File: src/rtl/fp_sqrt_pkg.sv
// rtl/fp_sqrt_pkg.sv - FP32 field constants, tag type and operand classification for the sqrt scheduler
package fp_sqrt_pkg;

    localparam int          SIGN_BIT = 31;
    localparam int          EXP_MSB  = 30;
    localparam int          EXP_LSB  = 23;
    localparam int          MANT_W   = 23;
    localparam logic [7:0]  EXP_ALL1 = 8'hFF;
    localparam logic [31:0] QNAN     = 32'h7FC0_0000;

    // Tag id field is sized for the largest supported requester count (8).
    localparam int TAG_ID_W = 3;

    typedef struct packed {
        logic                v;
        logic [TAG_ID_W-1:0] id;
        logic                inv;
    } sqrt_tag_t;

    // sqrt is invalid for any NaN and for any negative value other than -0.
    function automatic logic is_invalid_operand(input logic [31:0] x);
        logic is_nan;
        logic is_neg;
        is_nan = (x[EXP_MSB:EXP_LSB] == EXP_ALL1) && (x[MANT_W-1:0] != '0);
        is_neg = x[SIGN_BIT] && (x[SIGN_BIT-1:0] != '0);
        return is_nan || is_neg;
    endfunction

endpackage

File: src/rtl/fp_sqrt_scheduler_if.sv
// rtl/fp_sqrt_scheduler_if.sv - requester-side request/response bundle of the sqrt scheduler
// master: requester side (drives req_valid/req_operand, receives ready and responses)
// slave : scheduler side
interface fp_sqrt_scheduler_if #(
    parameter int NUM_REQ = 4
);
    logic [NUM_REQ-1:0]    req_valid;
    logic [32*NUM_REQ-1:0] req_operand;
    logic [NUM_REQ-1:0]    req_ready;
    logic [NUM_REQ-1:0]    resp_valid;
    logic [31:0]           resp_result;
    logic                  resp_invalid;

    modport master (
        output req_valid, req_operand,
        input  req_ready, resp_valid, resp_result, resp_invalid
    );

    modport slave (
        input  req_valid, req_operand,
        output req_ready, resp_valid, resp_result, resp_invalid
    );
endinterface

File: src/rtl/fp_sqrt_scheduler_rr_arbiter.sv
// rtl/fp_sqrt_scheduler_rr_arbiter.sv - round-robin arbiter with combinational one-hot grant
// Ports:
//   clk, rst_n : clock, asynchronous active-low reset
//   req        : request vector
//   grant      : one-hot grant of first request at or after the pointer (wrapping)
//   grant_any  : some request was granted
//   grant_id   : binary index of the granted request
// The pointer moves past the granted requester on every grant; a grant is an accept.
module rr_arbiter #(
    parameter int NUM_REQ = 4,
    parameter int ID_W    = 2
) (
    input  logic               clk,
    input  logic               rst_n,
    input  logic [NUM_REQ-1:0] req,
    output logic [NUM_REQ-1:0] grant,
    output logic               grant_any,
    output logic [ID_W-1:0]    grant_id
);

    localparam int PTR_W = (NUM_REQ > 1) ? $clog2(NUM_REQ) : 1;

    logic [PTR_W-1:0] rr_ptr;
    logic [PTR_W-1:0] sel;

    // First pass searches [rr_ptr, NUM_REQ), second pass wraps to [0, rr_ptr).
    always_comb begin
        grant     = '0;
        grant_any = 1'b0;
        sel       = '0;
        for (int i = 0; i < NUM_REQ; i++) begin
            if (!grant_any && req[i] && (PTR_W'(i) >= rr_ptr)) begin
                grant_any = 1'b1;
                grant[i]  = 1'b1;
                sel       = PTR_W'(i);
            end
        end
        for (int i = 0; i < NUM_REQ; i++) begin
            if (!grant_any && req[i]) begin
                grant_any = 1'b1;
                grant[i]  = 1'b1;
                sel       = PTR_W'(i);
            end
        end
    end

    assign grant_id = ID_W'(sel);

    always_ff @(posedge clk or negedge rst_n) begin
        if (!rst_n) begin
            rr_ptr <= '0;
        end else if (grant_any) begin
            rr_ptr <= (sel == PTR_W'(NUM_REQ - 1)) ? '0 : sel + PTR_W'(1);
        end
    end

endmodule

File: src/rtl/fp_sqrt_scheduler.sv
// rtl/fp_sqrt_scheduler.sv - shares one fixed-latency FP32 sqrt datapath between NUM_REQ requesters
// Ports:
//   clk, rst_n  : clock, asynchronous active-low reset
//   enable      : 0 blocks new grants; in-flight ops still complete
//   flush       : kills all in-flight tags, no grant this cycle
//   bus         : requester bundle (req_valid/req_operand/req_ready, resp_valid/resp_result/resp_invalid)
//   sq_issue    : registered operand-valid to the datapath
//   sq_operand  : registered operand to the datapath
//   sq_result   : datapath result, valid LATENCY cycles after sq_issue
//   issue_count : wrapping count of grants since reset
module fp_sqrt_scheduler
    import fp_sqrt_pkg::*;
#(
    parameter int NUM_REQ = 4,
    parameter int ID_W    = 2,
    parameter int LATENCY = 2
) (
    input  logic                      clk,
    input  logic                      rst_n,
    input  logic                      enable,
    input  logic                      flush,
    fp_sqrt_scheduler_if.slave        bus,
    output logic                      sq_issue,
    output logic [31:0]               sq_operand,
    input  logic [31:0]               sq_result,
    output logic [15:0]               issue_count
);

    logic [NUM_REQ-1:0] cand;
    logic [NUM_REQ-1:0] grant;
    logic               grant_any;
    logic [ID_W-1:0]    grant_id;
    logic [31:0]        grant_operand;
    logic               grant_inv;
    logic [NUM_REQ-1:0] resp_onehot;

    // Entry 0 travels alongside sq_issue; entry LATENCY lines up with sq_result.
    sqrt_tag_t tag_q [LATENCY+1];

    assign cand = bus.req_valid & {NUM_REQ{enable & ~flush}};

    rr_arbiter #(
        .NUM_REQ (NUM_REQ),
        .ID_W    (ID_W)
    ) u_arb (
        .clk       (clk),
        .rst_n     (rst_n),
        .req       (cand),
        .grant     (grant),
        .grant_any (grant_any),
        .grant_id  (grant_id)
    );

    assign bus.req_ready = grant;

    always_comb begin
        grant_operand = '0;
        for (int i = 0; i < NUM_REQ; i++) begin
            if (grant[i]) begin
                grant_operand = bus.req_operand[32*i +: 32];
            end
        end
    end

    assign grant_inv = is_invalid_operand(grant_operand);

    always_comb begin
        resp_onehot = '0;
        for (int i = 0; i < NUM_REQ; i++) begin
            resp_onehot[i] = (tag_q[LATENCY].id == TAG_ID_W'(i));
        end
    end

    always_ff @(posedge clk or negedge rst_n) begin
        if (!rst_n) begin
            for (int k = 0; k <= LATENCY; k++) begin
                tag_q[k] <= '0;
            end
            sq_issue         <= 1'b0;
            sq_operand       <= '0;
            issue_count      <= '0;
            bus.resp_valid   <= '0;
            bus.resp_result  <= '0;
            bus.resp_invalid <= 1'b0;
        end else begin
            // grant_any is already low during flush, so entry 0 loads invalid.
            tag_q[0] <= '{v: grant_any, id: TAG_ID_W'(grant_id), inv: grant_inv};
            for (int k = 1; k <= LATENCY; k++) begin
                tag_q[k] <= '{v: tag_q[k-1].v & ~flush, id: tag_q[k-1].id, inv: tag_q[k-1].inv};
            end

            sq_issue <= grant_any;
            if (grant_any) begin
                sq_operand  <= grant_operand;
                issue_count <= issue_count + 16'd1;
            end

            // A flush also kills the tag whose result is on sq_result right now;
            // a pulse already registered on resp_valid is unaffected.
            if (tag_q[LATENCY].v && !flush) begin
                bus.resp_valid   <= resp_onehot;
                bus.resp_result  <= sq_result;
                bus.resp_invalid <= tag_q[LATENCY].inv;
            end else begin
                bus.resp_valid   <= '0;
            end
        end
    end

endmodule

File: src/flat_wrapper.sv
// flat-port wrapper written by rule: the top's interface ports become plain ports
module fp_sqrt_scheduler_flat import fp_sqrt_pkg::*;
#(
    parameter int NUM_REQ = 4,
    parameter int ID_W    = 2,
    parameter int LATENCY = 2
)
  (clk, rst_n, enable, flush, sq_issue, sq_operand, sq_result, issue_count, bus_req_valid, bus_req_operand, bus_req_ready, bus_resp_valid, bus_resp_result, bus_resp_invalid);
  fp_sqrt_scheduler_if #(.NUM_REQ(NUM_REQ)) bus_i ();
  input  logic clk;
  input  logic rst_n;
  input  logic enable;
  input  logic flush;
  output logic sq_issue;
  output logic [31:0] sq_operand;
  input  logic [31:0] sq_result;
  output logic [15:0] issue_count;
  input wire logic [$bits(bus_i.req_valid)-1:0] bus_req_valid;
  input wire logic [$bits(bus_i.req_operand)-1:0] bus_req_operand;
  output wire logic [$bits(bus_i.req_ready)-1:0] bus_req_ready;
  output wire logic [$bits(bus_i.resp_valid)-1:0] bus_resp_valid;
  output wire logic [$bits(bus_i.resp_result)-1:0] bus_resp_result;
  output wire logic [$bits(bus_i.resp_invalid)-1:0] bus_resp_invalid;
  assign bus_i.req_valid = bus_req_valid;
  assign bus_i.req_operand = bus_req_operand;
  assign bus_req_ready = bus_i.req_ready;
  assign bus_resp_valid = bus_i.resp_valid;
  assign bus_resp_result = bus_i.resp_result;
  assign bus_resp_invalid = bus_i.resp_invalid;
  fp_sqrt_scheduler #(.NUM_REQ(NUM_REQ), .ID_W(ID_W), .LATENCY(LATENCY)) u_core (.clk(clk), .rst_n(rst_n), .enable(enable), .flush(flush), .bus(bus_i), .sq_issue(sq_issue), .sq_operand(sq_operand), .sq_result(sq_result), .issue_count(issue_count));
endmodule
File: config.mk
export PLATFORM = sky130hd
export DESIGN_NAME = fp_sqrt_scheduler_flat
export DESIGN_NICKNAME = d
export VERILOG_FILES = /design/src/rtl/fp_sqrt_pkg.sv /design/src/rtl/fp_sqrt_scheduler_if.sv /design/src/rtl/fp_sqrt_scheduler_rr_arbiter.sv /design/src/rtl/fp_sqrt_scheduler.sv /design/src/flat_wrapper.sv
export SDC_FILE = /design/constraint.sdc
export NUM_CORES = 1
export LEC_CHECK = 0
export ABC_AREA = 1
export CORE_ASPECT_RATIO = 1.75
export CORE_MARGIN = 2
export CORE_UTILIZATION = 37
export DETAILED_ROUTE_END_ITERATION = 10
export HOLD_SLACK_MARGIN = 0.02
export MAX_ROUTING_LAYER = met4
export PLACE_DENSITY = 0.84
export REMOVE_ABC_BUFFERS = 1
export SLEW_MARGIN = 20
export SYNTH_ARGS = -nofsm -noshare
export SYNTH_HDL_FRONTEND = slang
export SYNTH_HIERARCHICAL = 1
export SYNTH_SLANG_ARGS = --single-unit
File: constraint.sdc
create_clock -name clk -period 2 [get_ports clk]
set_clock_uncertainty 0.1 [all_clocks]
set_input_delay 0.4 -clock clk [delete_from_list [all_inputs] [get_ports clk]]
set_output_delay 0.4 -clock clk [all_outputs]
set_load 0.01 [all_outputs]
==> key figures <==
Routing
  – Via count: ~5800
  – Routed wire length per instance: approximately 18 um
  – Vias per inst: 5.02
  – Initial DRC count: between 200 and 250
  – Number of remaining DRC errors: 0
  – Initial DRT Pass Iterations: 7
  – WL final: a little over 20000 um
  – Post-route ant nets: 0

Die
  – FP Rows: 58
  – Initial core utilization: 37.6%
  – Die Wd: about 95 um
  – Die Y: 163 um
  – Die area: roughly 15000 um^2
  – Core Region: between 10000 and 15000 um^2
  – I/O pin count: between 200 and 300

Clock tree
  – Clock-pin slew on the worst setup and hold paths: around 0.08 ns
  – CTS sink count: just under 100
  – CTS buffer count: 9
  – CTS tree: built
  – Worst skew pair latency: 0.35 ns
  – H-Tree Depth: 3
  – Root Buffer: clkbuf_16
  – Maximum clock path buffer count: 2

Pwr
  – Power Total: between 0.008 and 0.009 W
  – Internal power: around 0.0055 W
  – Clock network fraction of design power: about a fifth
  – Logic pwr share: between 40% and 50%
  – Net Sw Frac: between 30% and 40%
  – VDD IR max: roughly 0.47 mV
  – Sequential share of power: between 30 and 40%
  – Switch Pwr: between 0.002 and 0.003 W
  – PwrDens: 836 nW/um^2
  – Pleak: approximately 4.5 nW

STA
  – Final worst-path cycle share: 128%
  – Final Hold Viols: 0
  – Final setup violating endpoints: 56
  – Period minus WS final: 2.57 ns
  – RSZ-0062 raised after global routing: true
  – Slew Viols, Final: 0
  – Slew HR: between 60 and 70%
  – Worst-margin pin slew: 0.481 ns
  – Final WS setup: -0.569 ns
  – Fmax: slightly below 400 MHz
  – Setup TNS Final: -20.27 ns

Critical path
  – Worst path bufs/invs: 3
  – Most frequent CP cell: nand2_1
  – CP Class: flip-flop to flip-flop
  – CP Launch Point: u_core/u_arb/rr_ptr[1]
  – CP Max Fanout: 7
  – Cells along the critical path: nand2_1 > nand2_2 > nand2_4 > nor2_4 > nand4_1 > nand2_2 > buf_6 > inv_8 > buf_12 > nor2_1 > nor2_1 > a21boi_2 > nand2_1 > nor2_1 > nand2_1 > nor2_1 > nand2_1 > nand2_1 > nand2_1
  – R2R Setup Slk: -0.57 ns
  – Arr. time, crit path: about 2.7 ns
  – Reg2reg start: u_core/u_arb/rr_ptr[1]
  – Worst EP required: roughly 2.1 ns
  – CP delay by family, top: simple AND/OR/NAND/NOR gates
  – Worst setup SP type: flip-flop
  – CP Capture Type: flip-flop
  – Critical-path top delay cell: dfrtp_1
  – Delay of the slowest critical-path stage: roughly 0.44 ns

Logic synthesis
  – Synth area leaders: dfrtp_1, nand2_1, mux2_2
  – Mapped Area: 5350 um^2
  – Top cell type by total area after synthesis: dfrtp_1
  – Ys Warns: 6
  – Post-synth EDFFs: 0
  – Synth async-reset ratio: 100%
  – Synth Area per Inst: approximately 8.4 um^2
  – Most frequent cell after synthesis: nand2_1
  – Top cell type's share of synthesized area: between 40% and 50%
  – Register bit total from synthesis: 99
  – Commonest cells in the synthesized netlist: nand2_1, dfrtp_1, nor2_1
  – Main synth FF type: dfrtp_1
  – Sequential share of the synthesized area: 46.3%
  – Syn Inst Count: between 600 and 700
  – Synth cell types: 34

Final layout
  – Layout fillers: around 1100
  – Fin util: a little over two thirds
  – Layout area overhead: 87.4%
  – Final Cell Area: roughly 10000 um^2
  – Layout cells sized above 1: slightly above 30%
  – Final net count: between 1000 and 1500

Placed design
  – # port buffers: roughly 260
  – HPWL Detailed: around 13000 um
  – Routability cong.: 0.854
  – DP Area: 8380 um^2

GRT
  – M3 GR Usage: around 4.9%
  – Number of global-route vias before repair: slightly below 6000
  – GRT Overall Usage: between 20% and 30%
  – Initial antenna violation count: 1
  – Pin count of the biggest net entering global routing: between 80 and 90
  – Gr ovfl total: 0
  – First-pass GRT wire length: between 20000 and 30000 um
  – GRT busiest layer: met2
  – Met1 global-route usage: roughly a quarter
  – Met2 track demand over resource: a little under half

Job
  – Number of max-cap violations: 0

Status
  – Failing checks: setup timing
  – Status: finished, violations left

Min path
  – Hold path start: u_core/tag_q[6]
  – Hold Path Class: flip-flop to flip-flop
-- logic make-up after synthesis --
kind of cell	after synthesis	share of synthesized area, %
fa+ha+maj	1	0.234
xor+xnor	15	2.46
mux	33	6.95
compound gates	88	10.7
flops	99	46.3
simple gates	328	25.8
buf+inv	76	7.49
-- area by class of cell --
type                            count  area [um^2]  area share, %
Multi-Input combinational cell    465         2930           29.2
Timing Repair inverter              1         16.3          0.162
Timing Repair Buffer              354         3870           38.6
Antenna cell                        1         2.50         0.0250
Tap cell                          180          225           2.25
Sequential cell                    99         2480           24.7
Clock buffer                        9          225           2.25
Clock inverter                      7         67.6          0.675
Inverter                           44          205           2.05
-- state kept, by name, summed over array words and instances, names as in the netlist --
register and cells:
u_core/bus.resp_valid 4, u_core/sq_operand 32, u_core/tag_q 12, u_core/issue_count 16, u_core/bus.resp_invalid 1, u_core/bus.resp_result 32, u_core/u_arb/rr_ptr 2
-- worst reg2reg max path, stage by stage, from the launching register on --
cell,delay (ns)
dfrtp_1,0.44
nand2_1,0.09
nand2_2,0.10
nand2_4,0.07
nor2_4,0.15
nand4_1,0.16
nand2_2,0.12
buf_6,0.13
inv_8,0.05
buf_12,0.14
nor2_1,0.11
nor2_1,0.07
a21boi_2,0.19
nand2_1,0.07
nor2_1,0.11
nand2_1,0.10
nor2_1,0.11
nand2_1,0.06
nand2_1,0.05
nand2_1,0.05
-- power by group through the flow --
stage | Combinational, W | Sequential, W | Clock (W)
3_3_place_gp | 0.00299 | 0.00281 | 0
6_report | 0.00378 | 0.00285 | 0.00174
5_1_grt | 0.00402 | 0.00291 | 0.00185
3_5_place_dp | 0.00304 | 0.00285 | 0
2_1_floorplan | 0.000987 | 0.00303 | 0
4_1_cts | 0.00334 | 0.00282 | 0.00177
-- timing repair --
item	in CTS	in global routing
gates cloned	7	11
hold buffers	1	0
pin swaps	42	61
gates resized for setup	134	112
endpoints found under the setup margin	53	50
endpoints found under the hold margin	12	0
buffers inserted	28	20
-- path summary, 6_finish.rpt --
kind | end | depth (start not counted)
worst max-delay path | u_core/tag_q[10] | 19
worst min-delay path | u_core/tag_q[1] | 0
worst max register to register | u_core/tag_q[10] | 19
worst min register to register | u_core/tag_q[1] | 0
max in group asynchronous | u_core/sq_operand[1] | 3
min in group asynchronous | u_core/bus.resp_valid[0] | 2
-- per-stage QoR --
step / hold slack (ns) / setup slack, ns / std cells
after global placement: 0.157 / -1.21 / 1088
final: 0.248 / -0.569 / 1160
after global routing: 0.261 / -0.696 / 1160
after CTS: 0.251 / -0.431 / 1138
after detailed placement: 0.157 / -1.24 / 1088
after floorplan: 0.00441 / -2.28 / 608
-- cell usage in the layout (no fill, tap or decap), types with 20 or more instances in the layout --
master | Yosys | final
buf_4 | 4 | 40
buf_6 | 11 | 28
clkdlybuf4s50_1 | 0 | 246
dfrtp_1 | 99 | 99
inv_1 | 37 | 25
mux2_2 | 33 | 33
nand2_1 | 183 | 152
nand2_2 | 7 | 28
nand3_1 | 27 | 20
nor2_1 | 85 | 56
-- per-layer routing --
metal  share of wire, %  wire (um)
met1                 34       6870
met2                 56      11400
met5                  0          0
met3                6.7       1360
met4                3.6        727
(Power assumes the default switching activity.)
